### config.mk
export PLATFORM = sky130hd
export DESIGN_NAME = two_is_to_four_flat
export DESIGN_NICKNAME = d
export VERILOG_FILES = /design/src/rtl/two_is_to_four_if.sv /design/src/rtl/two_is_to_four.sv /design/src/flat_wrapper.sv
export SDC_FILE = /design/constraint.sdc
export NUM_CORES = 1
export LEC_CHECK = 0
export BUFFER_PORTS_ARGS = -buffer_cell sky130_fd_sc_hd__buf_2
export CAP_MARGIN = 20
export CORE_ASPECT_RATIO = 0.7
export CORE_MARGIN = 2
export CORE_UTILIZATION = 28
export CTS_CLUSTER_SIZE = 25
export DETAILED_ROUTE_END_ITERATION = 6
export SYNTH_ARGS = -nofsm -noshare
export SYNTH_HDL_FRONTEND = slang
export SYNTH_SLANG_ARGS = --single-unit
### constraint.sdc
create_clock -name clk -period 1.9 [get_ports clk]
set_clock_uncertainty 0.2 [all_clocks]
set_input_delay 0.285 -clock clk [delete_from_list [all_inputs] [get_ports clk]]
set_output_delay 0.285 -clock clk [all_outputs]
set_load 0.1 [all_outputs]
### src/rtl/two_is_to_four_if.sv
// Bundle of the decoder's select inputs, decoded lines, inverted inputs and
// per-line hit counters. The producer of a/b/en/clr uses the master view;
// the decoder itself uses the slave view.
interface two_is_to_four_if #(
   parameter int CNT_W = 8
);

   // Select and control inputs to the decoder
   logic             en;
   logic             clr;
   logic             a;
   logic             b;

   // Combinational inverted inputs
   logic             nota;
   logic             notb;

   // Registered one-hot decode lines
   logic             ynot;
   logic             yone;
   logic             ytwo;
   logic             ythree;

   // Per-line saturating hit counters
   logic [CNT_W-1:0] cnt0;
   logic [CNT_W-1:0] cnt1;
   logic [CNT_W-1:0] cnt2;
   logic [CNT_W-1:0] cnt3;

   modport master (
      output en, clr, a, b,
      input  nota, notb,
      input  ynot, yone, ytwo, ythree,
      input  cnt0, cnt1, cnt2, cnt3
   );

   modport slave (
      input  en, clr, a, b,
      output nota, notb,
      output ynot, yone, ytwo, ythree,
      output cnt0, cnt1, cnt2, cnt3
   );

endinterface

### src/rtl/two_is_to_four.sv
// Registered 2-to-4 line decoder. {a,b} selects one of four one-hot lines,
// registered on the rising edge while en is high; all lines drop to zero
// while en is low. Each line owns a saturating hit counter that counts
// enabled cycles selecting it; clr zeroes every counter and wins over a
// same-cycle increment. nota/notb are plain inverters with no clock path.
module two_is_to_four #(
   parameter int CNT_W = 8
) (
   input  logic           clk,
   input  logic           rst_n,
   two_is_to_four_if.slave dec
);

   localparam logic [CNT_W-1:0] CNT_MAX = '1;
   localparam logic [CNT_W-1:0] CNT_ONE = {{(CNT_W-1){1'b0}}, 1'b1};

   logic [1:0]       sel;
   logic [3:0]       y_d;
   logic [3:0]       y_q;
   logic [CNT_W-1:0] cnt_q [4];

   assign sel = {dec.a, dec.b};

   // Inverters follow the inputs at all times, including during reset.
   assign dec.nota = ~dec.a;
   assign dec.notb = ~dec.b;

   // Next-state decode: one-hot on sel when enabled, all-zero otherwise.
   always_comb begin
      y_d = 4'b0000;
      if (dec.en) begin
         y_d[sel] = 1'b1;
      end
   end

   // Decode lines register; async reset forces every line low.
   always_ff @(posedge clk or negedge rst_n) begin
      if (!rst_n) begin
         y_q <= 4'b0000;
      end else begin
         y_q <= y_d;
      end
   end

   // Hit counters: clr has priority, otherwise the selected line counts up
   // on an enabled edge and sticks at all-ones instead of wrapping.
   always_ff @(posedge clk or negedge rst_n) begin
      if (!rst_n) begin
         for (int k = 0; k < 4; k++) begin
            cnt_q[k] <= '0;
         end
      end else if (dec.clr) begin
         for (int k = 0; k < 4; k++) begin
            cnt_q[k] <= '0;
         end
      end else begin
         for (int k = 0; k < 4; k++) begin
            if (dec.en && (sel == 2'(k)) && (cnt_q[k] != CNT_MAX)) begin
               cnt_q[k] <= cnt_q[k] + CNT_ONE;
            end
         end
      end
   end

   assign dec.ynot   = y_q[0];
   assign dec.yone   = y_q[1];
   assign dec.ytwo   = y_q[2];
   assign dec.ythree = y_q[3];

   assign dec.cnt0 = cnt_q[0];
   assign dec.cnt1 = cnt_q[1];
   assign dec.cnt2 = cnt_q[2];
   assign dec.cnt3 = cnt_q[3];

endmodule

### src/flat_wrapper.sv
// flat-port wrapper written by rule: the top's interface ports become plain ports
module two_is_to_four_flat 
#(
   parameter int CNT_W = 8
)
  (clk, rst_n, dec_en, dec_clr, dec_a, dec_b, dec_nota, dec_notb, dec_ynot, dec_yone, dec_ytwo, dec_ythree, dec_cnt0, dec_cnt1, dec_cnt2, dec_cnt3);
  two_is_to_four_if #(.CNT_W(CNT_W)) dec_i ();
  input  logic clk;
  input  logic rst_n;
  input wire logic [$bits(dec_i.en)-1:0] dec_en;
  input wire logic [$bits(dec_i.clr)-1:0] dec_clr;
  input wire logic [$bits(dec_i.a)-1:0] dec_a;
  input wire logic [$bits(dec_i.b)-1:0] dec_b;
  output wire logic [$bits(dec_i.nota)-1:0] dec_nota;
  output wire logic [$bits(dec_i.notb)-1:0] dec_notb;
  output wire logic [$bits(dec_i.ynot)-1:0] dec_ynot;
  output wire logic [$bits(dec_i.yone)-1:0] dec_yone;
  output wire logic [$bits(dec_i.ytwo)-1:0] dec_ytwo;
  output wire logic [$bits(dec_i.ythree)-1:0] dec_ythree;
  output wire logic [$bits(dec_i.cnt0)-1:0] dec_cnt0;
  output wire logic [$bits(dec_i.cnt1)-1:0] dec_cnt1;
  output wire logic [$bits(dec_i.cnt2)-1:0] dec_cnt2;
  output wire logic [$bits(dec_i.cnt3)-1:0] dec_cnt3;
  assign dec_i.en = dec_en;
  assign dec_i.clr = dec_clr;
  assign dec_i.a = dec_a;
  assign dec_i.b = dec_b;
  assign dec_nota = dec_i.nota;
  assign dec_notb = dec_i.notb;
  assign dec_ynot = dec_i.ynot;
  assign dec_yone = dec_i.yone;
  assign dec_ytwo = dec_i.ytwo;
  assign dec_ythree = dec_i.ythree;
  assign dec_cnt0 = dec_i.cnt0;
  assign dec_cnt1 = dec_i.cnt1;
  assign dec_cnt2 = dec_i.cnt2;
  assign dec_cnt3 = dec_i.cnt3;
  two_is_to_four #(.CNT_W(CNT_W)) u_core (.clk(clk), .rst_n(rst_n), .dec(dec_i));
endmodule
Word-level counts from Yosys, hierarchy flattened
Cells that the tools add are included.
W data, S select, Z words.
Word-level totals
  register bits after elaboration: 36
  input bits: 6
  output and inout port bits: 38
  logic and storage cells: 42
Operators by class
  add/sub/neg operators: 4
  $lt $le $gt $ge: 2
  equality and inequality tests: 7
  mux-type cells: 8
  bitwise gates (word level): 2
  reduce and logical (&&, ||, !) cells: 14
Operators by type and width (number)
  $add A8 B1 Y8 const B: 4
  $mux W32: 1
  $mux W8: 4
  $ne A8 B8 Y1 const B: 4
  $logic_and A1 B1 Y1: 9
  $reduce_bool A2 Y1: 4
  $eq A2 B2 Y1 const B: 2
  $mux W4: 1
  $lt A2 B3 Y1 const B: 1
  $demux W1 S2: 1
  $eq A2 B1 Y1 const B: 1
  $ge A2 B1 Y1 const B: 1
  $logic_not A2 Y1: 1
  $not A1 Y1: 2
  $mux W1: 1

Logic depth before layout (Yosys ltp)
Gate-level depths: netlist of run 1.
  depth in word-level cells: 5
  mapped depth: 5

Least setup slack after synthesis of run 1
Ideal clock, no wire load.
  path kind: register to register
  start point: reg u_core.cnt_q, in the netlist u_core.dec.cnt1[0]
  end point: reg u_core.cnt_q, in the netlist u_core.dec.cnt1[1]
  library setup time: 132 ps
  arrival: 2000 ps
  data required time: 1568 ps
  setup slack: -432 ps
  stages on the path, launching flop included: 6
  buffers on the path: 0
  period minus slack after synthesis: 2332 ps
  cell sequence: dfrtp_1 ha_1 nand4_1 o21ai_2 mux2i_1 nor2_1
Between the ends
  word-level cells in the longest chain between the ends: 3
  elaborated cells between the ends (all ways): 6
  those cells by class: add/sub: 1; eq/ne: 1; mux: 2; reduce/logical: 2
Ends and longest elaborated chain
  start, declared: line two_is_to_four.sv:20  | logic [CNT_W-1:0] cnt_q [4];
  start signal, assigned by index: line two_is_to_four.sv:59  | cnt_q[k] <= cnt_q[k] + CNT_ONE;
  $add A8 B1 Y8 or $ne A8 B8 Y1 (tied branches): line two_is_to_four.sv:59, two_is_to_four.sv:58
  $mux W8 or $logic_and A1 B1 Y1 (tied branches): line two_is_to_four.sv:58  | if (dec.en && (sel == 2'(k)) && (cnt_q[k] != CNT_MAX)) begin
  $mux W32 or $reduce_bool A2 Y1 (tied branches)
Parallel ways exist; a longest one is shown, timed or not. The select of a mux whose other input is x is not followed.
A chain may end at the register's enable or synchronous reset.

Worst setup path after layout of run 1
  start point: reg u_core.cnt_q, in the netlist u_core.dec.cnt1[0]
  end point: reg u_core.cnt_q, in the netlist u_core.dec.cnt1[5]
Same word-level chain as after synthesis.

==> impl_metrics.tcl, run 1 <==
set metrics [dict create \
    run_status "finished clean" \
    syn_inst 181 \
    die-height_microns 71.1 \
    hpwlAfterDp_mm 2.95 \
    synth.ff_latch_count 36 \
    postCtsResizedCells 0 \
    ioPinCount 44 \
    routed-via-count 1546 \
    antenna_found_initial 0 \
    nNetsFinal 242 \
    power_report.internal_total_mw 1.07 \
    total_number_of_h_tree_levels 2 \
    tritoncts "built" \
    hold_class "input port to flip-flop" \
    drt-pass1-iter-count 4 \
    ys_seq_area_share_pct 50.0 \
    timing.setup.tns_ns 0 \
    leading_cell_type_in_the_layout_fill_and_taps_excluded "sky130_fd_sc_hd__buf_2" \
    totalWireLength_mm 4.15 \
    slowest_stage "sky130_fd_sc_hd__dfrtp_4" \
    critPathKind "flip-flop to flip-flop" \
    antenna_cells 0 \
    number_of_clock_buffers_inserted_by_tritoncts 5 \
    grt_start_max_net_pins 20 \
    place.port_buffers 43 \
    drt_first_iter_violations 52 \
    die_x_microns 99.9 \
    first_global_vias 1395 \
    asyncSetResetFlopFracSynth_pct 100 \
    report.final.slew_viol_count 0 \
    post_synthesis_net_count 191 \
    wire_length_of_the_first_global_routing_pass_mm 6.92 \
    grt_remaining_overflow 0 \
    die_area_sq_um 7100 \
    critPathMaxStageDelay_ns 0.49 \
    hold_viol 0 \
    clkSlewWorstSetupHoldPaths_ns 0.08 \
    crit_path_max_fanout 5 \
    post_drt_via_cell_ratio 4.97 \
    post-route-period-util_pct 94.2 \
    maxClockFrequency_mhz 559 \
    clock_sink_count 36 \
    ant_nets 0 \
    place.detailed.instances 302 \
    cts_max_path_buffers 2 \
    most_frequent_cells_in_the_layout "sky130_fd_sc_hd__buf_2 (43), sky130_fd_sc_hd__dfrtp_2 (24), sky130_fd_sc_hd__nor2_1 (23)" \
    net-switching-power_mw 0.421 \
    critPathCaptureType "flip-flop" \
    maxCapViolCount 0 \
    power_frac_seq_pct 52.6 \
    slew_headroom_pct 67.2 \
    worst_pin_slew_ns 0.495 \
    synth_cell_types 34 \
    core_region_area_sq_um 6220 \
    synth_area_sq_um 1800 \
    power_density_nw_per_um2 648 \
    drive_above_1_share_pct 39.9 \
    gpl.final_weighted_congestion 0.828 \
    timing.critical_path.cells "ha_1 > nand4_1 > o21ai_2 > or3_1 > a21oi_1" \
    gr-usage-all-layers_pct 12.2 \
    wire_length_per_cell_microns 13.3 \
    grt_setup_unrepaired "no" \
    layout.cells.non_filler 311 \
    power.share.clock_pct 35.3 \
    row_count 24 \
    power_switching_share_pct 28.2 \
    p_comb_share_pct 12.1 \
    fillCellCount 629 \
    power.static_leakage_nw 1.08 \
    finalSetupViolCount 0 \
    max-vdd-ir-drop_uv 372 \
    residual_drc 0 \
    synth-edff-count 0 \
    min_period_ns 1.79 \
    cts.root.buffer_cell "sky130_fd_sc_hd__clkbuf_8" \
    required_ns 1.91 \
    ys.flop_type "sky130_fd_sc_hd__dfrtp_1" \
    worst_hold_slack_ns 0.193 \
    post_synthesis_to_final_layout_area_growth_pct 27.9 \
    arrival_ns 1.80 \
    worst_setup_path_start_kind "flip-flop" \
    worst_skew_pair.late_latency_ns 0.28 \
    initial_cell_density_of_the_core_pct 29.0 \
    yosys_warnings 0 \
    synthesis.area_per_instance_sq_um 9.95 \
]
[logic make-up (layout without fill, tap and decap cells)]
| family | Yosys count | count (layout) | share of synthesized area (%) |
|---|---|---|---|
| muxes | 6 | 6 | 3.33 |
| AOI/OAI and AO/OA | 35 | 35 | 12.7 |
| and+or+nand+nor | 74 | 74 | 21.5 |
| buffers and inverters | 11 | 63 | 2.36 |
| adders and majority gates | 4 | 4 | 2.78 |
| xor gates and xnor gates | 15 | 15 | 7.29 |
| DFF | 36 | 36 | 50.0 |
[final timing paths]
| check | slack [ns] | cells after the start | endpoint | start |
|---|---|---|---|---|
| worst max-delay path | 0.11 | 5 | u_core.dec.cnt1[5] | u_core.dec.cnt1[0] |
| worst min-delay path | 0.19 | 2 | u_core.dec.cnt2[0] | dec_clr |
| worst max register to register | 0.11 | 5 | u_core.dec.cnt1[5] | u_core.dec.cnt1[0] |
| worst min register to register | 0.34 | 1 | u_core.dec.cnt2[2] | u_core.dec.cnt2[2] |
| max in group asynchronous | 0.74 | 3 | u_core.dec.cnt1[0] | rst_n |
| min in group asynchronous | 0.29 | 2 | u_core.dec.cnt3[6] | rst_n |
[state kept, by name, indices dropped and copies added (netlist names)]
register and count:
u_core.dec.cnt0 8, u_core.dec.cnt3 8, u_core.dec.cnt1 8, u_core.dec.cnt2 8
u_core.y_q 4
[stage by stage]
| step | utilization (%) | area (sq um) | power, mW | worst slack, ns |
|---|---|---|---|---|
| finish | 37.1 | 2300 | 1.49 | 0.111 |
| global route | 37.1 | 2300 | 1.56 | 0.00883 |
| CTS | 37.1 | 2300 | 1.52 | 0.108 |
| detailed placement | 35.6 | 2210 | 0.984 | 0.129 |
| global placement | 35.6 | 2210 | 0.982 | 0.172 |
| floorplan | - | 1860 | 0.924 | 0.0127 |
[worst max-delay path, delay by kind of cell, from the launching register on]
| family | cells | cell delay, ns |
|---|---|---|
| AOI/OAI and AO/OA | 2 | 0.27 |
| adders and majority gates | 1 | 0.25 |
| DFF | 1 | 0.49 |
| and+or+nand+nor | 2 | 0.50 |
[metal layers]
layer	vias to the layer above	wire [microns]	GRT usage [%]
met5	-	0	0
met4	0	14	1.83
met3	2	214	3.75
met2	33	1790	17.6
met1	756	2130	18.3
li1	755	-	-
[final cells by class]
cell class / instances / area (sq um) / area share, %
flip-flops and latches: 36 / 961 / 41.7
multi-input cells: 134 / 858 / 37.2
repair buffers: 48 / 280 / 12.2
well taps: 78 / 97.6 / 4.23
clock buffers: 7 / 76.3 / 3.31
inverters: 7 / 26.3 / 1.14
clock inverters: 1 / 5.00 / 0.217
[cells in the mapped netlist, types with 2 or more instances]
library cell / n / area [sq um]
sky130_fd_sc_hd__a21oi_1: 14 / 70.1
sky130_fd_sc_hd__a311oi_1: 3 / 26.3
sky130_fd_sc_hd__and2_1: 2 / 12.5
sky130_fd_sc_hd__and3_1: 5 / 31.3
sky130_fd_sc_hd__and4_1: 2 / 17.5
sky130_fd_sc_hd__clkbuf_1: 3 / 11.3
sky130_fd_sc_hd__dfrtp_1: 36 / 901
sky130_fd_sc_hd__ha_1: 4 / 50.1
sky130_fd_sc_hd__inv_1: 5 / 18.8
sky130_fd_sc_hd__inv_2: 2 / 7.51
sky130_fd_sc_hd__mux2i_1: 6 / 60.1
sky130_fd_sc_hd__nand2_1: 11 / 41.3
sky130_fd_sc_hd__nand3_1: 9 / 45.0
sky130_fd_sc_hd__nand4_1: 10 / 62.6
sky130_fd_sc_hd__nor2_1: 23 / 86.3
sky130_fd_sc_hd__nor3_1: 2 / 10.0
sky130_fd_sc_hd__o211ai_1: 3 / 22.5
sky130_fd_sc_hd__o21ai_0: 8 / 40.0
sky130_fd_sc_hd__or3_1: 5 / 31.3
sky130_fd_sc_hd__xnor2_1: 3 / 26.3
sky130_fd_sc_hd__xor2_1: 12 / 105
[power groups by stage]
stage,Sequential [mW],Clock [mW],Combinational [mW]
finish,0.786,0.527,0.181
floorplan,0.872,0,0.0517
CTS,0.786,0.551,0.184
global route,0.788,0.581,0.193
detailed placement,0.802,0,0.182
global placement,0.801,0,0.181
[what timing repair did]
item,in CTS,in global routing
hold endpoints to repair,17,0
buffers inserted,0,0
hold buffers,1,0
(Power assumes the default switching activity.)
==> run 2: changes to the inputs <==
CORE_UTILIZATION = 50   (was 28)
CTS_BUF_LIST = sky130_fd_sc_hd__clkbuf_4   (was not set)
PLACE_DENSITY = 0.75   (was not set)
==> run 2 against run 1 <==
Combinational power fell by 4%; first-iteration DRC count increased by 81%; setup slack better by 0.018 ns; power shrank 7.8%; final cell count decreased by 9.0%; non-clock buffer count unchanged; global-route usage up 7.7 points; fmax grew 1.0%; critical endpoint is now u_core.dec.cnt2[5].
==> impl_metrics.tcl, run 2 (synthesized netlist as in run 1, its figures left out) <==
set metrics [dict create \
    power_density_nw_per_um2 618 \
    critPathCaptureType "flip-flop" \
    first_global_vias 1379 \
    totalWireLength_mm 3.76 \
    required_ns 1.95 \
    post-route-period-util_pct 93.2 \
    slew_headroom_pct 61.5 \
    worst_pin_slew_ns 0.577 \
    total_number_of_h_tree_levels 2 \
    residual_drc 0 \
    hpwlAfterDp_mm 2.64 \
    finalSetupViolCount 0 \
    maxCapViolCount 0 \
    worst_skew_pair.late_latency_ns 0.34 \
    clkSlewWorstSetupHoldPaths_ns 0.11 \
    nNetsFinal 242 \
    clock_sink_count 36 \
    ioPinCount 44 \
    wire_length_per_cell_microns 13.3 \
    drt-pass1-iter-count 4 \
    hold_viol 0 \
    wire_length_of_the_first_global_routing_pass_mm 6.08 \
    routed-via-count 1540 \
    maxClockFrequency_mhz 564 \
    cts_max_path_buffers 2 \
    row_count 18 \
    grt_setup_unrepaired "no" \
    worst_setup_path_start_kind "flip-flop" \
    die_area_sq_um 4110 \
    hold_class "input port to flip-flop" \
    grt_remaining_overflow 0 \
    tritoncts "built" \
    initial_cell_density_of_the_core_pct 51.6 \
    post_drt_via_cell_ratio 5.44 \
    gpl.final_weighted_congestion 0.832 \
    grt_start_max_net_pins 37 \
    critPathKind "flip-flop to flip-flop" \
    most_frequent_cells_in_the_layout "sky130_fd_sc_hd__buf_2 (43), sky130_fd_sc_hd__dfrtp_2 (24), sky130_fd_sc_hd__nor2_1 (23)" \
    ant_nets 0 \
    antenna_found_initial 0 \
    core_region_area_sq_um 3490 \
    post_synthesis_to_final_layout_area_growth_pct 23.6 \
    run_status "finished clean" \
    crit_path_max_fanout 5 \
    drive_above_1_share_pct 40.3 \
    leading_cell_type_in_the_layout_fill_and_taps_excluded "sky130_fd_sc_hd__buf_2" \
    min_period_ns 1.77 \
    cts.root.buffer_cell "sky130_fd_sc_hd__clkbuf_4" \
    max-vdd-ir-drop_uv 421 \
    timing.setup.tns_ns 0 \
    number_of_clock_buffers_inserted_by_tritoncts 5 \
    power.total_mw 1.38 \
    arrival_ns 1.82 \
    layout.cells.non_filler 283 \
    antenna_cells 0 \
    die_x_microns 75.8 \
    place.port_buffers 43 \
    place.detailed.instances 274 \
    report.final.slew_viol_count 0 \
    fin_util_pct 63.8 \
    drt_first_iter_violations 94 \
    power.static_leakage_nw 1.06 \
    gr-usage-all-layers_pct 19.9 \
    die-height_microns 54.2 \
]
run 2: cell counts in the layout (fill, tap and decap cells not counted):
Identical to the previous run, type by type.
run 2: cell type report:
| cell class | count | area, sq um |
|---|---|---|
| Timing Repair Buffer | 48 | 255 |
| Tap cell | 50 | 62.6 |
| Clock inverter | 1 | 3.75 |
| Sequential cell | 36 | 961 |
| Fill cell | 292 | 1260 |
| Inverter | 7 | 26.3 |
| Multi-Input combinational cell | 134 | 866 |
| Clock buffer | 7 | 52.6 |
run 2: where the power goes:
group / leakage, nW / internal (mW) / switching, mW
Clock: 0.0338 / 0.171 / 0.247
Sequential: 0.444 / 0.779 / 0.00767
Combinational: 0.582 / 0.0312 / 0.142
Total: 1.06 / 0.981 / 0.397
run 2: metrics by stage:
step | hold slack (ns) | instance area [sq um] | setup WS [ns]
2_1_floorplan | -0.211 | 1860 | 0.0127
3_3_place_gp | 0.149 | 2150 | 0.174
3_5_place_dp | 0.155 | 2150 | 0.113
4_1_cts | 0.0990 | 2220 | 0.0942
5_1_grt | 0.102 | 2230 | 0.000265
6_report | 0.110 | 2230 | 0.128
run 2: final timing paths:
check / start / endpoint / slack [ns] / depth (start not counted)
max: u_core.dec.cnt2[0] / u_core.dec.cnt2[5] / 0.13 / 5
min: dec_en / u_core.y_q[2] / 0.11 / 3
max reg2reg: u_core.dec.cnt2[0] / u_core.dec.cnt2[5] / 0.13 / 5
min reg2reg: u_core.dec.cnt2[2] / u_core.dec.cnt2[2] / 0.34 / 1
max in group asynchronous: rst_n / u_core.dec.cnt3[1] / 0.81 / 3
min in group asynchronous: rst_n / u_core.dec.cnt0[6] / 0.31 / 3
run 2: what timing repair did:
item,CTS,global route
hold endpoints to repair,36,0
gates resized for setup,0,1
hold buffers,1,0
setup endpoints to repair,0,2
setup buffers,0,0
run 2: critical path, cell delays in order (launching register included):
cell and delay (ns):
sky130_fd_sc_hd__dfrtp_4 0.51, sky130_fd_sc_hd__ha_1 0.26, sky130_fd_sc_hd__nand2_1 0.11, sky130_fd_sc_hd__o211ai_1 0.13, sky130_fd_sc_hd__or3_1 0.33, sky130_fd_sc_hd__a21oi_1 0.14
run 2: layer usage:
layer / GRT usage, % / share of wire, % / up-vias
li1: - / - / 749
met1: 27.8 / 50 / 752
met2: 30.2 / 44 / 31
met3: 5.16 / 4.1 / 8
met4: 7.02 / 1.4 / 0
met5: 0 / 0 / -
==> run 3: changes to the inputs <==
==> constraint.sdc (replaced) <==
create_clock -name clk -period 1.9 [get_ports clk]
set_clock_uncertainty 0.2 [all_clocks]
set_input_delay 0.095 -clock clk [delete_from_list [all_inputs] [get_ports clk]]
set_output_delay 0.095 -clock clk [all_outputs]
set_load 0.1 [all_outputs]
==> run 3 against run 2 <==
Power grew 9.0%; clock power grew 29%; first-iteration DRC count shrank 23%; register-to-register slack is essentially flat; count of clock-buffer cells in the layout shrank 1; final cell count grew 1.1%.
==> impl_metrics.tcl, run 3 (synthesized netlist as in run 1, its figures left out) <==
set metrics [dict create \
    run_status "finished clean" \
    timing.rr.start "u_core.dec.cnt0[0]" \
    slew_headroom_pct 61.2 \
    required_ns 1.97 \
    gr-usage-all-layers_pct 20.1 \
    post_drt_via_cell_ratio 5.39 \
    worst_setup_path_start_kind "flip-flop" \
    holdPathEnd "u_core.dec.cnt1[7]" \
    maxCapViolCount 0 \
    post_synthesis_to_final_layout_area_growth_pct 26.3 \
    most_frequent_cells_in_the_layout "sky130_fd_sc_hd__buf_2 (43), sky130_fd_sc_hd__dfrtp_2 (24), sky130_fd_sc_hd__nor2_1 (23)" \
    r2r_cells 5 \
    total_number_of_h_tree_levels 2 \
    cts.root.buffer_cell "sky130_fd_sc_hd__clkbuf_4" \
    finalSetupViolCount 0 \
    multi_input_area_sq_um 858 \
    critPathKind "flip-flop to flip-flop" \
    antenna_found_initial 0 \
    tritoncts "built" \
    grt_setup_unrepaired "no" \
    max-vdd-ir-drop_uv 419 \
    layout.cells.non_filler 286 \
    die_area_sq_um 4110 \
    drt-pass1-iter-count 4 \
    wire_length_per_cell_microns 13.0 \
    hold_class "input port to flip-flop" \
    grt_remaining_overflow 0 \
    cts_max_path_buffers 2 \
    fillCellCount 298 \
    antenna_cells 0 \
    grt_start_max_net_pins 37 \
    critPathCaptureType "flip-flop" \
    dpl_worst_slack_ns 0.132 \
    seqCellArea_sq_um 961 \
    drive_above_1_share_pct 39.8 \
    routed-via-count 1542 \
    report.final.slew_viol_count 0 \
    residual_drc 0 \
    post-route-period-util_pct 93.5 \
    timing.setup.tns_ns 0 \
    row_count 18 \
    totalWireLength_mm 3.73 \
    power.total_mw 1.50 \
    min_period_ns 1.78 \
    place.detailed.instances 272 \
    clock_sink_count 36 \
    hold_viol 0 \
    wire_length_of_the_first_global_routing_pass_mm 6.02 \
    worst_pin_slew_ns 0.582 \
    die_x_microns 75.8 \
    ioPinCount 44 \
    hpwlAfterDp_mm 2.60 \
    ff2ff_setup_slack_ns 0.12 \
    number_of_clock_buffers_inserted_by_tritoncts 5 \
    nNetsFinal 245 \
    fin_util_pct 65.2 \
    fin_ws_ns 0.123 \
    ant_nets 0 \
    hold-path-cell-count 2 \
    core_region_area_sq_um 3490 \
    power.static_leakage_nw 1.09 \
    crit_path_max_fanout 5 \
    drt_first_iter_violations 72 \
    min-delay-start "dec_clr" \
    power_density_nw_per_um2 659 \
    maxClockFrequency_mhz 563 \
    worst_skew_pair.late_latency_ns 0.34 \
    die-height_microns 54.2 \
    clkSlewWorstSetupHoldPaths_ns 0.12 \
    arrival_ns 1.84 \
    place.port_buffers 43 \
    leading_cell_type_in_the_layout_fill_and_taps_excluded "sky130_fd_sc_hd__buf_2" \
    postCtsResizedCells 0 \
    first_global_vias 1327 \
    worst_r2r_endpoint "u_core.dec.cnt0[5]" \
    initial_cell_density_of_the_core_pct 51.6 \
    gpl.final_weighted_congestion 0.818 \
]
## run 3: changes by cell type in the layout (fill, tap and decap cells not counted)
cell and change:
sky130_fd_sc_hd__bufinv_16 +1, sky130_fd_sc_hd__clkbuf_4 -1, sky130_fd_sc_hd__clkinv_1 -1, sky130_fd_sc_hd__o21ai_2 +1
sky130_fd_sc_hd__dlygate4sd3_1 +4, sky130_fd_sc_hd__o21ai_4 -1, sky130_fd_sc_hd__buf_4 -1, sky130_fd_sc_hd__clkinv_2 +1
## run 3: critical path: stages, from the launching register on
cell and delay [ns]:
sky130_fd_sc_hd__dfrtp_4 0.51, sky130_fd_sc_hd__ha_1 0.26, sky130_fd_sc_hd__nand2_1 0.11, sky130_fd_sc_hd__o211ai_2 0.11, sky130_fd_sc_hd__or3_1 0.37, sky130_fd_sc_hd__a21oi_1 0.15
## run 3: worst max-delay path by stage
| stage | cells after the start | slack (ns) | to | startpoint |
|---|---|---|---|---|
| floorplan | 5 | 0.01 | u_core.dec.cnt1[1] | u_core.dec.cnt1[1] |
| global placement | 5 | 0.18 | u_core.dec.cnt1[5] | u_core.dec.cnt1[0] |
| detailed placement | 5 | 0.13 | u_core.dec.cnt0[5] | u_core.dec.cnt0[0] |
| CTS | 6 | 0.03 | u_core.dec.cnt0[2] | dec_b |
| global route | 5 | 0.002 | u_core.dec.cnt1[5] | u_core.dec.cnt1[0] |
| finish | 5 | 0.12 | u_core.dec.cnt0[5] | u_core.dec.cnt0[0] |
## run 3: stage by stage
step,cell area (sq um),hold slack [ns]
floorplan,1860,-0.401
global placement,2140,-0.0401
detailed placement,2140,-0.0384
CTS,2270,0.0272
global route,2280,0.0487
finish,2280,0.0384
## run 3: cell type report
type	instances	area share, %
clock buffers	6	1.98
well taps	50	2.75
clock inverters	2	1.54
multi-input cells	134	37.7
inverters	7	1.15
flip-flops and latches	36	42.2
repair buffers	51	12.6
## run 3: report_power, final
group | internal [mW] | total, mW | switching, mW
registers | 0.779 | 0.786 | 0.00741
clock network | 0.290 | 0.538 | 0.248
logic | 0.0344 | 0.177 | 0.142
total | 1.10 | 1.50 | 0.398
## run 3: metal layers
layer	track usage, %	up-vias	routed length (microns)
li1	-	758	-
met3	4.97	5	164
met1	29.5	747	1910
met5	0	-	0
met4	7.89	0	48
met2	28.6	32	1610
## run 3: what timing repair did
action                                  in CTS  in global routing
setup buffers                                0                  1
hold buffers                                 5                  0
endpoints found under the setup margin       0                  1
endpoints found under the hold margin       40                  0
